$ cat config.mk
export PLATFORM = sky130hd
export DESIGN_NAME = eco_sweep_misr
export DESIGN_NICKNAME = d
export VERILOG_FILES = /design/src/rtl/eco_sweep_pkg.sv /design/src/rtl/eco_misr.sv /design/src/rtl/eco_sweep_misr.sv
export SDC_FILE = /design/constraint.sdc
export NUM_CORES = 1
export LEC_CHECK = 0
export ABC_CLOCK_PERIOD_IN_PS = 4580
export CORE_ASPECT_RATIO = 1.2
export CORE_MARGIN = 4
export CORE_UTILIZATION = 48
export CTS_CLUSTER_SIZE = 40
export DETAILED_ROUTE_END_ITERATION = 10
export PLACE_DENSITY = 0.88
export REMOVE_ABC_BUFFERS = 1
export SETUP_SLACK_MARGIN = 0.1
export SLEW_MARGIN = 20
export SYNTH_ARGS = -nofsm -noshare
export SYNTH_HDL_FRONTEND = slang
export SYNTH_SLANG_ARGS = --single-unit
$ cat constraint.sdc
create_clock -name clk -period 4.58 [get_ports clk]
set_input_delay 0.458 -clock clk [delete_from_list [all_inputs] [get_ports clk]]
set_output_delay 0.458 -clock clk [all_outputs]
set_load 0.01 [all_outputs]
$ cat src/rtl/eco_sweep_pkg.sv
// Shared types and constants for the ECO exhaustive-sweep signature harness.
package eco_sweep_pkg;

   typedef enum logic [1:0] {
      IDLE = 2'd0,
      RUN  = 2'd1,
      DONE = 2'd2
   } sweep_state_t;

   localparam int unsigned     VEC_W    = 10;
   localparam logic [VEC_W-1:0] VEC_LAST = 10'd1023;

   localparam logic [15:0] DEF_POLY = 16'h1021;
   localparam logic [15:0] DEF_SEED = 16'h0000;

endpackage

$ cat src/rtl/eco_misr.sv
// Multiple-input signature register folding a 3-bit response per enabled cycle.
module eco_misr
   import eco_sweep_pkg::*;
#(
   parameter int unsigned      SIG_W = 16,
   parameter logic [SIG_W-1:0] POLY  = DEF_POLY,
   parameter logic [SIG_W-1:0] SEED  = DEF_SEED
) (
   input  logic             clk,
   input  logic             rst_n,
   input  logic             load,
   input  logic             clr,
   input  logic             en,
   input  logic [2:0]       din,
   output logic [SIG_W-1:0] sig
);

   logic [SIG_W-1:0] r_sig;
   logic [SIG_W-1:0] w_sig_next;

   always_comb begin
      w_sig_next = {r_sig[SIG_W-2:0], 1'b0}
                 ^ (r_sig[SIG_W-1] ? POLY : '0)
                 ^ {{(SIG_W-3){1'b0}}, din};
   end

   // clr beats load beats en, so an abort never leaves a half-seeded register
   always_ff @(posedge clk or negedge rst_n) begin
      if (!rst_n)    r_sig <= '0;
      else if (clr)  r_sig <= '0;
      else if (load) r_sig <= SEED;
      else if (en)   r_sig <= w_sig_next;
   end

   assign sig = r_sig;

endmodule

$ cat src/rtl/eco_sweep_misr.sv
// Exhaustive 1024-vector operand sweep of the ECO block with MISR response compaction.
module eco_sweep_misr
   import eco_sweep_pkg::*;
#(
   parameter int unsigned      SIG_W = 16,
   parameter logic [SIG_W-1:0] POLY  = DEF_POLY,
   parameter logic [SIG_W-1:0] SEED  = DEF_SEED
) (
   input  logic             clk,
   input  logic             rst_n,
   input  logic             start,
   input  logic             abort,
   output logic [4:0]       a_o,
   output logic [4:0]       b_o,
   input  logic [2:0]       y_i,
   output logic             busy,
   output logic             done,
   output logic [SIG_W-1:0] signature,
   output logic [VEC_W-1:0] vec_idx
);

   sweep_state_t     r_state;
   sweep_state_t     w_state_next;
   logic [VEC_W-1:0] r_vec;
   logic [VEC_W-1:0] w_vec_next;
   logic             w_misr_load;
   logic             w_misr_clr;
   logic             w_misr_en;

   always_ff @(posedge clk or negedge rst_n) begin
      if (!rst_n) begin
         r_state <= IDLE;
         r_vec   <= '0;
      end else begin
         r_state <= w_state_next;
         r_vec   <= w_vec_next;
      end
   end

   always_comb begin
      w_state_next = r_state;
      w_vec_next   = r_vec;
      w_misr_load  = 1'b0;
      w_misr_clr   = 1'b0;
      w_misr_en    = 1'b0;
      if (abort) begin
         w_state_next = IDLE;
         w_vec_next   = '0;
         w_misr_clr   = 1'b1;
      end else begin
         unique case (r_state)
            IDLE, DONE: begin
               if (start) begin
                  w_state_next = RUN;
                  w_vec_next   = '0;
                  w_misr_load  = 1'b1;
               end
            end
            RUN: begin
               // the vector on the operand bus is absorbed on this edge; last one parks the counter
               w_misr_en = 1'b1;
               if (r_vec == VEC_LAST) w_state_next = DONE;
               else                   w_vec_next   = r_vec + VEC_W'(1);
            end
            default: begin
               w_state_next = IDLE;
               w_vec_next   = '0;
            end
         endcase
      end
   end

   eco_misr #(
      .SIG_W (SIG_W),
      .POLY  (POLY),
      .SEED  (SEED)
   ) u_misr (
      .clk   (clk),
      .rst_n (rst_n),
      .load  (w_misr_load),
      .clr   (w_misr_clr),
      .en    (w_misr_en),
      .din   (y_i),
      .sig   (signature)
   );

   assign a_o     = r_vec[4:0];
   assign b_o     = r_vec[9:5];
   assign vec_idx = r_vec;
   assign busy    = (r_state == RUN);
   assign done    = (r_state == DONE);

endmodule
==> flow_summary.yaml <==
setup_path:
  cp-start-kind: "flip-flop"
  worst-setup-path-type: "reg -> out"
  end_kind: "output pin"
  arrival_ns: 1.80
  crit_fanout: 9
  critical_path_required_ns: 4.12
logic_synthesis:
  syn_inst: 128
  synth_top_area_cell: "dfrtp_1"
  synthDistinctLibCells: 37
  ys_top_cells_by_area: "dfrtp_1 (51%), a22o_1 (10%), buf_4 (5.5%)"
  seq_area_frac_synth_pct: 51.28
  netlist_area_um2: 1366
  avgSynthCellArea_um2: 10.67
  yosysWarnings: 0
  ys_ff_latch: 28
  netlist.area_leader.share_pct: 51.28
power:
  pwr-share-seq_pct: 60.7
  cellPowerDensity_nw_per_um2: 245.5
  fin_total_pwr_mw: 0.4371
  power_frac_clock_pct: 22.9
  power_switching_mw: 0.1167
  leakagePower_nw: 0.7727
  power_frac_comb_pct: 16.4
  switching_share_pct: 26.71
  p_int_mw: 0.3204
  peakVddDrop_uv: 184.9
drt:
  dr.pass1.iters: 4
  drcViolationCount: 0
  drtIter0Drc: 29
  antenna_left: 0
  wl_um: 3353
  wl_per_cell_um: 17.28
  vias: 1185
  viasPerCell: 6.108
sta:
  finalCriticalPeriod_ns: 2.254
  relSlewSlack_pct: 35.28
  max_freq_ghz: 0.4437
  final-max-slew-violation-count: 0
  skew_ns: 0.002208
  hold_viol: 0
  tightestPinTransition_ns: 0.9672
  finalSetupViolations: 0
  rsz0062_at_grt: "false"
  fin_crit_sh_pct: 49.21
  setup_tns_ns: 0
clocking:
  insertion_delay_ns: 0.32
  cts_tree: "done"
  post_cts_buffers: 0
  cts_resized: 0
  clkSlewWorstSetupHoldPaths_ns: 0.14
  clkSinkCount: 28
  cts_htree_levels: 1
  cts_buffers: 3
  cts_root_buffer: "clkbuf_4"
  cts_hold_buffers: 0
  clock_path_buffers: 2
floorplanning:
  core_region_area_um2: 2628
  die_w_um: 56.71
  die_area_um2: 3768
  row_count: 20
  ios: 45
  start_util_pct: 52.00
  chipHeight_um: 66.45
final_layout:
  insertedDiodeCount: 0
  layout-drive-gt1-share_pct: 5.590
  areaGrowthSynthToFinish_pct: 30.31
  layout.nets: 171
global_routing:
  antenna_found_initial: 0
  grt_use_total_pct: 19.48
  grt_max_degree: 29
  grt_pass1_vias: 1281
  grt_pass1_wl_um: 5844
  overflow: 0
place:
  place_congestion: 0.8426
  port-buffer-count: 44
  dp_hpwl_um: 2467
status:
  status: "completed"
min_path:
  min_path_type: "in -> async"
run:
  maxCapViolCount: 0
## cells in the final DEF (no fill, tap or decap), drive strengths merged, types with 4 or more instances in the layout
cell type	count
clkdlybuf4s50	44
a31oi	4
a22o	16
xor2	5
a21oi	7
nor3	4
nand3	7
nor2	8
dfrtp	28
nand2	5
## synth_stat cells
cell type	instances
nand2b_1	1
dfrtp_1	28
buf_2	3
or3b_4	1
nand4b_1	1
nor4_1	1
o22a_1	1
ha_1	1
nand3b_1	1
o21ai_0	1
nor2_2	1
buf_4	10
nand2_1	5
and3_1	3
or3_1	2
a31o_2	1
nor3_1	3
nor2b_1	2
nor2_1	7
a41oi_1	1
a21oi_1	7
a21o_1	1
inv_1	2
or4_1	1
nand4_1	2
nand3_1	7
a31oi_1	4
xor2_1	5
nor3_2	1
or3_4	1
clkbuf_1	2
o2111ai_1	1
o221ai_1	1
o21ai_1	1
a32o_1	1
a22o_1	16
o22ai_1	1
## power groups by stage
| stage | Clock [mW] | Sequential (mW) | Combinational [mW] |
|---|---|---|---|
| 2_1_floorplan | 0 | 0.273 | 0.0247 |
| 3_3_place_gp | 0 | 0.269 | 0.0695 |
| 3_5_place_dp | 0 | 0.270 | 0.0724 |
| 4_1_cts | 0.102 | 0.266 | 0.0726 |
| 5_1_grt | 0.115 | 0.267 | 0.0772 |
| 6_report | 0.0999 | 0.265 | 0.0718 |
## critical path, stage by stage, from the launching register on
cell and delay [ns]:
dfrtp_1 0.52, nand2b_1 0.17, inv_1 0.21, clkdlybuf4s50_1 0.58
## flip-flops by register name, summed over array words and instances, names as in the netlist
register	flops
r_state	2
vec_idx	10
u_misr.sig	16
## area by class of cell
type / count / area, um^2
clock buffers: 3 / 22.52
fillers: 208 / 847.1
inverters: 2 / 7.507
multi-input cells: 83 / 560.5
flip-flops and latches: 28 / 700.7
well taps: 33 / 41.29
repair buffers: 45 / 447.9
## stage by stage
| step | cell area, um^2 | worst slack [ns] | hold slack [ns] | util [%] | std cells |
|---|---|---|---|---|---|
| after CTS | 1780 | 2.345 | 0.5000 | 67.76 | 194 |
| after global routing | 1780 | 2.241 | 0.5072 | 67.76 | 194 |
| after floorplan | 1269 | 2.994 | 0.1624 | - | 113 |
| after detailed placement | 1758 | 2.163 | 0.5172 | 66.90 | 191 |
| final | 1780 | 2.326 | 0.4855 | 67.76 | 194 |
| after global placement | 1758 | 2.254 | 0.5079 | 66.90 | 191 |
## kinds of logic after synthesis
| kind of cell | count (synthesis) | share of synthesized area [%] |
|---|---|---|
| and+or+nand+nor | 40 | 16.58 |
| AOI/OAI and AO/OA | 37 | 20.33 |
| buffers and inverters | 17 | 7.692 |
| adders and majority gates | 1 | 0.9156 |
| xor gates and xnor gates | 5 | 3.205 |
| DFF | 28 | 51.28 |
## metal layers
metal | track usage [%] | share of wire, %
met5 | 0 | 0
met3 | 3.516 | 7.9
met2 | 34.97 | 51
met4 | 7.122 | 1.3
met1 | 22.99 | 40
## final timing paths
kind | start | to | slack (ns) | cells after the start
max in group asynchronous | rst_n | vec_idx[9]$_DFFE_PN0P_ | 3.83 | 2
worst max register to register | r_state[0]$_DFFE_PN0P_ | vec_idx[9]$_DFFE_PN0P_ | 2.57 | 4
worst min register to register | u_misr.sig[2]$_DFFE_PN0P_ | u_misr.sig[2]$_DFFE_PN0P_ | 0.56 | 1
min in group clk | u_misr.sig[2]$_DFFE_PN0P_ | u_misr.sig[2]$_DFFE_PN0P_ | 0.56 | 1
worst max-delay path | r_state[0]$_DFFE_PN0P_ | busy | 2.33 | 3
worst min-delay path | rst_n | vec_idx[3]$_DFFE_PN0P_ | 0.49 | 2
Note: power is estimated with default switching activity, not from simulation.
